## config.mk

```make
export PLATFORM = sky130hd
export DESIGN_NAME = vm_frame_rx
export DESIGN_NICKNAME = d
export VERILOG_FILES = /design/src/rtl/vm_pkg.sv /design/src/rtl/vm_change_sum.sv /design/src/rtl/vm_frame_rx.sv
export SDC_FILE = /design/constraint.sdc
export NUM_CORES = 1
export LEC_CHECK = 0
export CAP_MARGIN = 20
export CORE_UTILIZATION = 54
export DETAILED_ROUTE_END_ITERATION = 10
export PLACE_DENSITY = 0.84
export RECOVER_POWER = 25
export SETUP_SLACK_MARGIN = 0.05
export SKIP_CTS_REPAIR_TIMING = 1
export SYNTH_ARGS = -nofsm -noshare
export SYNTH_HDL_FRONTEND = slang
export SYNTH_SLANG_ARGS = --single-unit
export TNS_END_PERCENT = 1
```

## constraint.sdc

```tcl
create_clock -name clk -period 4.9 [get_ports clk]
set_input_delay 0.98 -clock clk [delete_from_list [all_inputs] [get_ports clk]]
set_output_delay 0.98 -clock clk [all_outputs]
set_load 0.03 [all_outputs]
```

## src/rtl/vm_pkg.sv

```systemverilog
// vm_pkg: shared constants, FSM state type and per-beat range limits
// for the vending-machine result frame receiver.
package vm_pkg;
    localparam int FRAME_LEN = 6;
    localparam int NUM_ITEMS = 6;
    localparam logic [9:0] DEN_50 = 10'd50;
    localparam logic [9:0] DEN_20 = 10'd20;
    localparam logic [9:0] DEN_10 = 10'd10;
    localparam logic [9:0] DEN_5  = 10'd5;
    localparam logic [9:0] DEN_1  = 10'd1;
    localparam logic [3:0] MAX_ITEM = 4'd6;
    localparam logic [3:0] MAX_C50  = 4'd10;
    localparam logic [3:0] MAX_C20  = 4'd2;
    localparam logic [3:0] MAX_C10  = 4'd1;
    localparam logic [3:0] MAX_C5   = 4'd1;
    localparam logic [3:0] MAX_C1   = 4'd4;
    typedef enum logic {IDLE, COLLECT} state_e;
    function automatic logic [3:0] beat_max(input logic [2:0] idx);
        return idx == 3'd0 ? MAX_ITEM :
               idx == 3'd1 ? MAX_C50  :
               idx == 3'd2 ? MAX_C20  :
               idx == 3'd3 ? MAX_C10  :
               idx == 3'd4 ? MAX_C5   : MAX_C1;
    endfunction
endpackage

```

## src/rtl/vm_change_sum.sv

```systemverilog
// vm_change_sum: weighted sum of the change coin counts.
module vm_change_sum
    import vm_pkg::*;
(
    input  logic [3:0] coin_50,
    input  logic [1:0] coin_20,
    input  logic       coin_10,
    input  logic       coin_5,
    input  logic [2:0] coin_1,
    output logic [8:0] change_total
);
    logic [9:0] sum;
    assign sum = 10'(coin_50) * DEN_50 + 10'(coin_20) * DEN_20 + 10'(coin_10) * DEN_10
               + 10'(coin_5) * DEN_5 + 10'(coin_1) * DEN_1;
    // Counts at their range limits can reach 559; clamp to the 9-bit ceiling of 511.
    assign change_total = sum[9] ? 9'd511 : sum[8:0];
endmodule

```

## src/rtl/vm_frame_rx.sv

```systemverilog
// vm_frame_rx: collects 6-beat vending-machine result frames, range-checks them
// and publishes the decoded item, change coins and sold counts for good frames.
module vm_frame_rx
    import vm_pkg::*;
#(
    parameter int CNT_W = 8
) (
    input  logic             clk,
    input  logic             rst_n,
    input  logic             in_valid,
    input  logic [3:0]       in_result,
    input  logic [5:0]       in_num,
    output logic             frame_valid,
    output logic             frame_err,
    output logic [2:0]       frame_item,
    output logic [3:0]       coin_50,
    output logic [1:0]       coin_20,
    output logic             coin_10,
    output logic             coin_5,
    output logic [2:0]       coin_1,
    output logic [8:0]       change_total,
    output logic [35:0]      sold_cnt,
    output logic [CNT_W-1:0] good_cnt
);
    localparam logic [2:0] LAST = 3'(FRAME_LEN - 1);
    state_e           state_q, state_d;
    logic [2:0]       idx_q, idx_d;
    logic             viol_q, viol_d;
    logic             fv_q, fv_d, fe_q, fe_d;
    logic [3:0]       res_q [FRAME_LEN-1];
    logic [5:0]       num_q [FRAME_LEN-1];
    logic [5:0]       sold_all [8];
    logic             beat_ok, last, item_bad;
    logic [2:0]       item_q;
    logic [3:0]       c50_q;
    logic [1:0]       c20_q;
    logic             c10_q, c5_q;
    logic [2:0]       c1_q;
    logic [35:0]      sold_q;
    logic [CNT_W-1:0] good_q;

    always_comb begin
        state_d  = state_q;
        idx_d    = idx_q;
        viol_d   = viol_q;
        sold_all = '{default: '0};
        for (int i = 0; i < FRAME_LEN - 1; i++) sold_all[i] = num_q[i];
        sold_all[FRAME_LEN-1] = in_num;
        beat_ok  = in_result <= beat_max(idx_q);
        last     = in_valid && state_q == COLLECT && idx_q == LAST;
        // The final beat is still on the inputs, so item 6's count comes from in_num.
        item_bad = res_q[0] != 4'd0 && res_q[0] <= MAX_ITEM && sold_all[res_q[0][2:0] - 3'd1] == 6'd0;
        fv_d     = last && !viol_q && beat_ok && !item_bad;
        fe_d     = (last && !fv_d) || (state_q == COLLECT && !in_valid);
        if (state_q == IDLE && in_valid) begin
            state_d = COLLECT;
            idx_d   = 3'd1;
            viol_d  = !beat_ok;
        end else if (state_q == COLLECT) begin
            state_d = (in_valid && !last) ? COLLECT : IDLE;
            idx_d   = (in_valid && !last) ? idx_q + 3'd1 : 3'd0;
            viol_d  = in_valid && !last && (viol_q || !beat_ok);
        end
    end

    always_ff @(posedge clk or negedge rst_n) begin
        if (!rst_n) begin
            state_q <= IDLE;
            idx_q   <= '0;
            viol_q  <= 1'b0;
            fv_q    <= 1'b0;
            fe_q    <= 1'b0;
            for (int i = 0; i < FRAME_LEN - 1; i++) begin
                res_q[i] <= '0;
                num_q[i] <= '0;
            end
            item_q  <= '0;
            c50_q   <= '0;
            c20_q   <= '0;
            c10_q   <= 1'b0;
            c5_q    <= 1'b0;
            c1_q    <= '0;
            sold_q  <= '0;
            good_q  <= '0;
        end else begin
            state_q <= state_d;
            idx_q   <= idx_d;
            viol_q  <= viol_d;
            fv_q    <= fv_d;
            fe_q    <= fe_d;
            if (in_valid && idx_q != LAST) begin
                res_q[idx_q] <= in_result;
                num_q[idx_q] <= in_num;
            end
            if (fv_d) begin
                item_q <= res_q[0][2:0];
                c50_q  <= res_q[1];
                c20_q  <= res_q[2][1:0];
                c10_q  <= res_q[3][0];
                c5_q   <= res_q[4][0];
                c1_q   <= in_result[2:0];
                for (int i = 0; i < NUM_ITEMS; i++) sold_q[6*i +: 6] <= sold_all[i];
                good_q <= good_q + CNT_W'(1);
            end
        end
    end

    vm_change_sum u_sum (
        .coin_50      (c50_q),
        .coin_20      (c20_q),
        .coin_10      (c10_q),
        .coin_5       (c5_q),
        .coin_1       (c1_q),
        .change_total (change_total)
    );

    assign frame_valid = fv_q;
    assign frame_err   = fe_q;
    assign frame_item  = item_q;
    assign coin_50     = c50_q;
    assign coin_20     = c20_q;
    assign coin_10     = c10_q;
    assign coin_5      = c5_q;
    assign coin_1      = c1_q;
    assign sold_cnt    = sold_q;
    assign good_cnt    = good_q;
endmodule

```

## Yosys cells after proc, flatten, opt, wreduce, memory -nomap -nowiden

Index checks and enable logic that the tools add are counted.
W data, S select, Z words.

| storage, ports and cells | value |
|---|---|
| register bits after elaboration | 115 |
| output and inout bits | 69 |
| word-level logic and storage cells | 97 |

| cells by class | value |
|---|---|
| add/subtract/negate cells | 7 |
| multiply operators | 4 |
| $lt $le $gt $ge | 5 |
| eq/ne operators | 6 |
| muxes and demuxes | 23 |
| bitwise logic cells | 3 |
| reductions and logical operators | 26 |

Operator list:

| kind | count |
|---|---|
| $bwmux W30 | 1 |
| $bwmux W20 | 1 |
| $bmux W6 S3 | 1 |
| $demux W6 S3 | 1 |
| $mux W3 | 6 |
| $mux W6 | 3 |
| $logic_and A1 B1 Y1 | 14 |
| $demux W4 S3 | 1 |
| $mux W4 | 3 |
| $add A10 B3 Y10 | 1 |
| $add A10 B4 Y10 | 1 |
| $add A10 B5 Y10 | 1 |
| $add A10 B7 Y10 | 1 |
| $mul A4 B5 Y9 const B | 1 |
| $mux W9 | 1 |
| $add A8 B1 Y8 const B | 1 |
| $ge A4 B4 Y1 const B | 2 |
| $mul A1 B3 Y4 const B | 2 |
| $not A3 Y4 | 2 |
| $eq A3 B2 Y1 const B | 2 |
| $eq A3 B3 Y1 const B | 2 |
| $logic_not A1 Y1 | 6 |
| $logic_not A6 Y1 | 1 |
| $mul A2 B3 Y5 const B | 1 |
| other kinds (13) | 18 |

## Longest topological paths before layout

Gate-level depths: netlist (run 1).

| logic depth | value |
|---|---|
| depth after elaboration | 12 |
| mapped depth | 13 |
| depth with buffers taken out | 12 |

## Cells and area by module

From an unflattened synthesis (run 1), not the netlist that was laid out.

| second synthesis, totals | value |
|---|---|
| cells, all modules | 403 |
| area total of the unflattened synthesis | 5341.4 µm² |

By module, submodules not included:

| module | instances | cells an instance | area an instance (µm²) |
|---|---|---|---|
| vm_frame_rx | 1 | 329 | 4610.7 |
| vm_change_sum | 1 | 74 | 730.7 |

## Least setup slack after synthesis (run 1)

OpenSTA, ideal clock, no wires.

| timing | value |
|---|---|
| path kind | register to output |
| from | reg c50_q[0] (netlist: coin_50[0]) |
| to | out change_total[4] |
| arrival time | 3.587 ns |
| required time | 3.920 ns |
| setup slack | 0.333 ns |
| cell stages (with the launch flop) | 14 |
| path buffers | 1 |
| cells stage by stage | dfrtp_1 -> ha_1 -> inv_1 -> fa_1 -> inv_1 -> ha_1 -> inv_1 -> fa_1 -> nor2b_1 -> o21ai_0 -> a21o_1 -> and3_1 -> clkbuf_1 -> o21ai_0 |

| on the way | value |
|---|---|
| word-level cells in the longest chain between the ends | 6 |

Ends and longest elaborated chain:

| item | line | text |
|---|---|---|
| from (decl) | vm_frame_rx.sv:35 | `logic [3:0] c50_q;` |
| from (signal assigned) | vm_frame_rx.sv:97 | `c50_q <= res_q[1];` |
| $mul A4 B5 Y9 | vm_change_sum.sv:13 | `assign sum = 10'(coin_50) * DEN_50 + 10'(coin_20) * DEN_20 + 10'(coin_10) * DEN_10` |
| $add A10 B7 Y10 | vm_change_sum.sv:13 |  |
| $add A10 B5 Y10 | vm_change_sum.sv:13 |  |
| $add A10 B4 Y10 | vm_change_sum.sv:14 | `+ 10'(coin_5) * DEN_5 + 10'(coin_1) * DEN_1;` |
| $add A10 B3 Y10 | vm_change_sum.sv:14 |  |
| $mux W9 | vm_change_sum.sv:16 | `assign change_total = sum[9] ? 9'd511 : sum[8:0];` |
| to (decl) | vm_frame_rx.sv:21 | `output logic [8:0] change_total,` |

Every way passes these cells.

## Worst setup path in the final report (run 1)

| timing | value |
|---|---|
| from | reg c20_q[1] (netlist: coin_20[1]) |
| to | out change_total[8] |

| on the way | value |
|---|---|
| word-level cells in the longest chain between the ends | 6 |

Ends and longest elaborated chain:

| item | line | text |
|---|---|---|
| from (decl) | vm_frame_rx.sv:36 | `logic [1:0] c20_q;` |
| from (signal assigned) | vm_frame_rx.sv:98 | `c20_q <= res_q[2][1:0];` |
| $mul A2 B3 Y5 | vm_change_sum.sv:13 |  |
| $add A10 B7 Y10 | vm_change_sum.sv:13 |  |
| $add A10 B5 Y10 | vm_change_sum.sv:13 |  |
| $add A10 B4 Y10 | vm_change_sum.sv:14 |  |
| $add A10 B3 Y10 | vm_change_sum.sv:14 |  |
| $mux W9 | vm_change_sum.sv:16 |  |

Every way passes these cells.

==> run_results.csv, run 1 <==
group,metric,value,unit
detailed_routing,detail_route.first_pass.iterations,4,
timing,fin_crit,4.63,ns
worst_setup_path,worst_ep_required_time,3.92,ns
clock_network,latest_clock_arrival_within_the_worst_skew_pair,0.36,ns
timing,fin_crit_sh,94.5,%
detailed_routing,wirelength,10.4,mm
finish,nets,541,
detailed_routing,via_count,3394,
timing,grt_setup_unrepaired,"no",
yosys,synth.yosys.seq_area_share,51.3,%
yosys,avgSynthCellArea,13.1,um2
floorplan,boundaryPins,82,
yosys,yosys_warnings,0,
outcome,failing_checks,"capacitance limit, slew limit",
placed_design,io_buffer_count,81,
clock_network,cts_htree_levels,3,
floorplan,design.core.area,9280,um2
clock_network,cts.reportedPaths.clkPinSlew,0.10,ns
global_route,grt-ovfl-total,0,
clock_network,tritoncts_clock_tree,"yes",
detailed_routing,ant_nets,0,
global_route,first_global_vias,3471,
finish,areaGrowthSynthToFinish,20.6,%
detailed_routing,drt-initial-drc-count,164,
worst_setup_path,worstPathMaxFanout,9,
outcome,run_status,"complete, but fails checks",
timing,totalNegativeSetupSlack,0,ns
floorplan,die_w,100,um
power_and_ir_drop,power.density_cell_area,395,nW/um2
power_and_ir_drop,vdd.ir_drop.worst,0.248,mV
finish,nFillCells,719,
yosys,async_reset_ff_share,100,%
detailed_routing,drc_errors,0,
clock_network,numCtsBuffers,9,
min_path,worst_hold_path_type,"register to register",
clock_network,clk_path_buf_depth,2,
floorplan,die_area,10100,um2
worst_setup_path,arrival,3.65,ns
clock_network,clock_root_cell,"sky130_fd_sc_hd__clkbuf_8",
run,max_cap_violations,1,
floorplan,initial_utilization,56.2,%
timing,timing.slew.headroom,-131,%
yosys,synth.cell_area,5220,um2
global_route,overall_fraction_of_global_route_tracks_in_use,22.1,%
finish,final_layout_size_suffix_gt1_share,25.7,%
power_and_ir_drop,static-leakage-power,3.02,nW
worst_setup_path,crit_path_start_kind,"register",
timing,report.final.slew_viol_count,69,
detailed_routing,routed_wire_length_per_instance,16.8,um
timing,timing.final.setup_violations,0,
yosys,netlist-cell-type-count,42,
power_and_ir_drop,design_power,2.49,mW
yosys,dominantRegCellSynth,"sky130_fd_sc_hd__dfrtp_1",
global_route,antenna_violations_before_repair,0,
clock_network,numClockSinks,107,
floorplan,fp-row-count,35,
global_route,largest_net_degree_at_the_start_of_global_routing,69,
yosys,netlist_instances,399,
global_route,global_route_wire_length_before_repair,17.2,mm
timing,maxClockFrequency,0.216,GHz
timing,final-hold-violation-count,0,
yosys,postSynthNetCount,454,
yosys,synth-edff-count,0,
finish,antenna_diode_count,0,
yosys,synth_seq_cells,107,
timing,clock-skew-final,0.0174,ns
timing,transition_time_at_the_pin_with_the_least_slew_margin,3.46,ns
worst_setup_path,endpoint_kind,"output pin",
floorplan,fp.dieH,100,um
placed_design,dp.final_hpwl,7.75,mm
detailed_routing,route.detailed.vias_per_inst,5.48,
placed_design,place.gp.congestion,0.831,
worst_setup_path,type_of_the_worst_setup_path,"register to output pin",
worst max-delay path: stages (launching register included):
cell,delay (ns)
sky130_fd_sc_hd__dfrtp_1,0.43
sky130_fd_sc_hd__ha_1,0.33
sky130_fd_sc_hd__fa_1,0.47
sky130_fd_sc_hd__ha_1,0.31
sky130_fd_sc_hd__ha_1,0.18
sky130_fd_sc_hd__inv_1,0.06
sky130_fd_sc_hd__fa_1,0.37
sky130_fd_sc_hd__nor2b_1,0.17
sky130_fd_sc_hd__o21ai_0,0.13
sky130_fd_sc_hd__a21o_1,0.21
sky130_fd_sc_hd__and3_2,0.25
sky130_fd_sc_hd__o22ai_1,0.16
sky130_fd_sc_hd__clkbuf_2,0.23
metrics by stage:
| stage | worst slack (ns) | hold slack, ns | util, % | cell area (um2) | instances |
|---|---|---|---|---|---|
| floorplan | 0.333 | 0.444 | - | 5220 | 399 |
| global placement | 0.329 | 0.458 | 66.5 | 6170 | 604 |
| detailed placement | 0.168 | 0.459 | 66.5 | 6170 | 604 |
| CTS | -0.233 | 0.476 | 68.3 | 6340 | 619 |
| global route | 0.0544 | 0.502 | 67.8 | 6290 | 619 |
| finish | 0.270 | 0.472 | 67.8 | 6290 | 619 |
power by group:
group / internal [mW] / switching (mW) / leakage (nW)
Sequential: 1.07 / 0.158 / 1.40
Combinational: 0.361 / 0.424 / 1.53
Clock: 0.186 / 0.289 / 0.0803
kinds of logic after synthesis:
logic type      after synthesis  synth area share (%)
simple gates                 62                  6.33
compound gates               51                  6.66
fa+ha+maj                    42                  11.1
buf+inv                      36                  3.40
flops                       107                  51.3
xor+xnor                     13                  2.18
mux                          88                  19.1
placed cells by master (no fill, tap or decap), types with 9 or more instances in the layout:
cell type / n
sky130_fd_sc_hd__xor2_1: 9
sky130_fd_sc_hd__inv_1: 25
sky130_fd_sc_hd__clkdlybuf4s50_1: 70
sky130_fd_sc_hd__dfrtp_1: 107
sky130_fd_sc_hd__o21ai_0: 14
sky130_fd_sc_hd__mux2_2: 87
sky130_fd_sc_hd__ha_1: 35
sky130_fd_sc_hd__clkbuf_8: 9
sky130_fd_sc_hd__nand2_1: 20
final timing paths:
check | start | end | cells past startpoint | slack [ns]
max | coin_20[1] | change_total[8] | 12 | 0.27
max in group asynchronous | rst_n | coin_1[2] | 1 | 1.17
max reg2reg | idx_q[1] | sold_cnt[26] | 12 | 1.27
min | good_cnt[7] | good_cnt[7] | 1 | 0.47
min reg2reg | good_cnt[7] | good_cnt[7] | 1 | 0.47
min in group asynchronous | rst_n | sold_cnt[10] | 1 | 1.79
area by class of cell:
class / instances / area (um2) / share of cell area [%]
clock buffers: 10 / 128 / 2.03
clock inverters: 5 / 40.0 / 0.636
inverters: 25 / 93.8 / 1.49
multi-input cells: 256 / 2370 / 37.7
flip-flops and latches: 107 / 2680 / 42.5
well taps: 129 / 161 / 2.56
repair buffers: 87 / 822 / 13.1
registers in the layout (all words and copies together), names as in the netlist:
| register | cells |
|---|---|
| coin_1 | 3 |
| state_q | 1 |
| num_q | 30 |
| viol_q | 1 |
| idx_q | 3 |
| sold_cnt | 36 |
| coin_5 | 1 |
| frame_item | 3 |
| coin_20 | 2 |
| res_q | 12 |
| frame_err | 1 |
| coin_50 | 4 |
| good_cnt | 8 |
| coin_10 | 1 |
| frame_valid | 1 |
Yosys cell counts, types with 7 or more instances:
library cell | n | area share, %
sky130_fd_sc_hd__o21ai_0 | 15 | 1.4
sky130_fd_sc_hd__dfrtp_1 | 107 | 51
sky130_fd_sc_hd__a21oi_1 | 7 | 0.67
sky130_fd_sc_hd__nor3_1 | 7 | 0.67
sky130_fd_sc_hd__inv_1 | 25 | 1.8
sky130_fd_sc_hd__nand2_1 | 20 | 1.4
sky130_fd_sc_hd__nor4_1 | 7 | 0.84
sky130_fd_sc_hd__ha_1 | 35 | 8.4
sky130_fd_sc_hd__mux2_2 | 87 | 19
sky130_fd_sc_hd__fa_1 | 7 | 2.7
sky130_fd_sc_hd__xor2_1 | 9 | 1.5
routing by layer:
layer,track usage [%],up-vias,wire length (um)
met5,0,-,0
met4,7.02,0,158
met3,6.34,13,512
met2,36.9,84,5180
met1,27.9,1692,4540
li1,-,1605,-
Power figures use the tool's default switching activity.
==> inputs of run 2 (changes only) <==
--- a/config.mk
+++ b/config.mk
@@ -5,10 +5,9 @@
 export SDC_FILE = /design/constraint.sdc
 export NUM_CORES = 1
 export LEC_CHECK = 0
-export CAP_MARGIN = 20
-export CORE_UTILIZATION = 54
+export CORE_UTILIZATION = 44
 export DETAILED_ROUTE_END_ITERATION = 10
-export PLACE_DENSITY = 0.84
+export PLACE_DENSITY = 0.7
 export RECOVER_POWER = 25
 export SETUP_SLACK_MARGIN = 0.05
 export SKIP_CTS_REPAIR_TIMING = 1
==> run_results.csv, run 2 (synthesis gave the netlist of run 1 again) <==
group,metric,value,unit
detailed_routing,drt-initial-drc-count,134,
worst_setup_path,reg2reg_to,"sold_cnt[31]",
power_and_ir_drop,power.density_cell_area,426,nW/um2
detailed_routing,via_count,3366,
placed_design,dp.final_hpwl,7.83,mm
timing,timing.slew.headroom,-23.3,%
floorplan,die_area,12300,um2
detailed_routing,routed_wire_length_per_instance,17.0,um
floorplan,design.core.area,11500,um2
timing,timing.final.setup_violations,0,
global_route,global_route.usage.met2,31.8,%
finish,fin_cells,633,
worst_setup_path,endpoint_kind,"output pin",
worst_setup_path,timing.reg2reg.setup_slack,1.29,ns
timing,transition_time_at_the_pin_with_the_least_slew_margin,1.85,ns
worst_setup_path,worstPathMaxFanout,9,
finish,final_design_area_no_fill,6480,um2
floorplan,boundaryPins,82,
global_route,first_global_vias,3626,
finish,antenna_diode_count,0,
global_route,grt-ovfl-total,0,
clock_network,tritoncts_clock_tree,"yes",
worst_setup_path,r2r_start,"idx_q[1]",
global_route,busiest_layer,"met2",
worst_setup_path,arrival,3.71,ns
clock_network,cts.reportedPaths.clkPinSlew,0.08,ns
placed_design,dpl.cell_count,617,
global_route,global_route_wire_length_before_repair,18.3,mm
floorplan,die_w,111,um
finish,final_layout_size_suffix_gt1_share,25.1,%
global_route,gr-usage-met3,4.54,%
timing,clock-skew-final,0.00883,ns
placed_design,io_buffer_count,81,
detailed_routing,route.detailed.vias_per_inst,5.32,
timing,grt_setup_unrepaired,"no",
placed_design,detailedPlace.worstSlack,0.0229,ns
clock_network,numClockSinks,107,
global_route,antenna_violations_before_repair,0,
finish,nFillCells,988,
global_route,largest_net_degree_at_the_start_of_global_routing,77,
finish,final_cell_mix,"107 x sky130_fd_sc_hd__dfrtp_1, 87 x sky130_fd_sc_hd__mux2_2, 71 x sky130_fd_sc_hd__clkdlybuf4s50_1",
finish,areaGrowthSynthToFinish,24.1,%
timing,report.final.slew_viol_count,77,
run,max_cap_violations,1,
detailed_routing,ant_nets,0,
finish,nets,540,
finish,largest_register_ffs,36,
finish,area_of_the_multi_input_gates,2370,um2
detailed_routing,wirelength,10.7,mm
power_and_ir_drop,design_power,2.76,mW
outcome,failing_checks,"capacitance limit, slew limit",
detailed_routing,detail_route.first_pass.iterations,4,
outcome,run_status,"complete, but fails checks",
clock_network,numCtsBuffers,9,
power_and_ir_drop,static-leakage-power,3.15,nW
timing,setup_slack,0.205,ns
worst_setup_path,worst_ep_required_time,3.92,ns
clock_network,latest_clock_arrival_within_the_worst_skew_pair,0.34,ns
clock_network,clock_root_cell,"sky130_fd_sc_hd__clkbuf_16",
clock_network,clk_path_buf_depth,2,
worst_setup_path,startpoint,"coin_50[0]",
min_path,worst_hold_path_type,"register to register",
worst_setup_path,worst_r2r_path_depth,12,
power_and_ir_drop,vdd.ir_drop.worst,0.275,mV
clock_network,cts_htree_levels,3,
worst_setup_path,critical_path.endpoint,"change_total[4]",
timing,final-hold-violation-count,0,
finish,postLayoutCoreUtil,56.5,%
floorplan,fp-row-count,39,
floorplan,fp.dieH,111,um
worst_setup_path,crit_path_start_kind,"register",
timing,fin_crit,4.69,ns
global_route,overall_fraction_of_global_route_tracks_in_use,18.5,%
timing,fin_crit_sh,95.8,%
global_route,grt_util_met1,23.4,%
finish,mostFrequentLayoutCell,"sky130_fd_sc_hd__dfrtp_1",
finish,register_area,2680,um2
floorplan,initial_utilization,45.5,%
detailed_routing,drc_errors,0,
timing,maxClockFrequency,0.213,GHz
placed_design,place.gp.congestion,0.880,
worst_setup_path,type_of_the_worst_setup_path,"register to output pin",
placed_design,postPlaceCellArea,6180,um2
## run 2: changes by cell type in the layout (fill, tap and decap cells not counted), sizes merged
cell           change
clkinv             -1
dlygate4sd3        -1
clkdlybuf4s50      +1
clkinvlp           -2
inv                +3
buf                -2
dlymetal6s2s       +4
bufinv             +1
clkbuf             -3
## run 2: critical path, cell delays in order, from the launching register on
cell	delay [ns]
sky130_fd_sc_hd__dfrtp_1	0.45
sky130_fd_sc_hd__ha_1	0.31
sky130_fd_sc_hd__inv_1	0.05
sky130_fd_sc_hd__fa_1	0.47
sky130_fd_sc_hd__inv_1	0.04
sky130_fd_sc_hd__ha_1	0.30
sky130_fd_sc_hd__inv_1	0.06
sky130_fd_sc_hd__fa_1	0.43
sky130_fd_sc_hd__nor2b_1	0.16
sky130_fd_sc_hd__o21ai_0	0.13
sky130_fd_sc_hd__a21o_1	0.23
sky130_fd_sc_hd__and3_1	0.26
sky130_fd_sc_hd__o21ai_0	0.17
sky130_fd_sc_hd__dlymetal6s2s_1	0.31
## run 2: through the flow
step | hold WS, ns | setup TNS, ns
floorplan | 0.444 | 0
global placement | 0.460 | 0
detailed placement | 0.465 | 0
CTS | 0.477 | -2.93
global route | 0.511 | 0
finish | 0.473 | 0
## run 2: worst min-delay path by stage
stage	end	depth (start not counted)	from	slack (ns)
floorplan	res_q[0]	2	res_q[0]	0.44
global placement	good_cnt[7]	1	good_cnt[7]	0.46
detailed placement	good_cnt[7]	1	good_cnt[7]	0.46
CTS	good_cnt[7]	1	good_cnt[7]	0.48
global route	good_cnt[7]	1	good_cnt[7]	0.51
finish	good_cnt[7]	1	good_cnt[7]	0.47
## run 2: final cells by class
| cell class | count | area share, % |
|---|---|---|
| flip-flops and latches | 107 | 41.3 |
| multi-input cells | 256 | 36.7 |
| repair buffers | 86 | 13.0 |
| clock buffers | 10 | 3.54 |
| well taps | 143 | 2.76 |
| inverters | 25 | 1.45 |
| clock inverters | 6 | 1.26 |
## run 2: power by group
group	leakage, nW	internal, mW	total, mW	switching (mW)
Combinational	1.59	0.366	0.790	0.425
Clock	0.151	0.409	0.744	0.336
Sequential	1.40	1.07	1.23	0.157
Total	3.15	1.84	2.76	0.917
## run 2: routing by layer
metal  wire, um  vias up
met5          0        -
met4        136        0
met3        510       10
met2       5260       85
met1       4850     1681
li1           -     1590
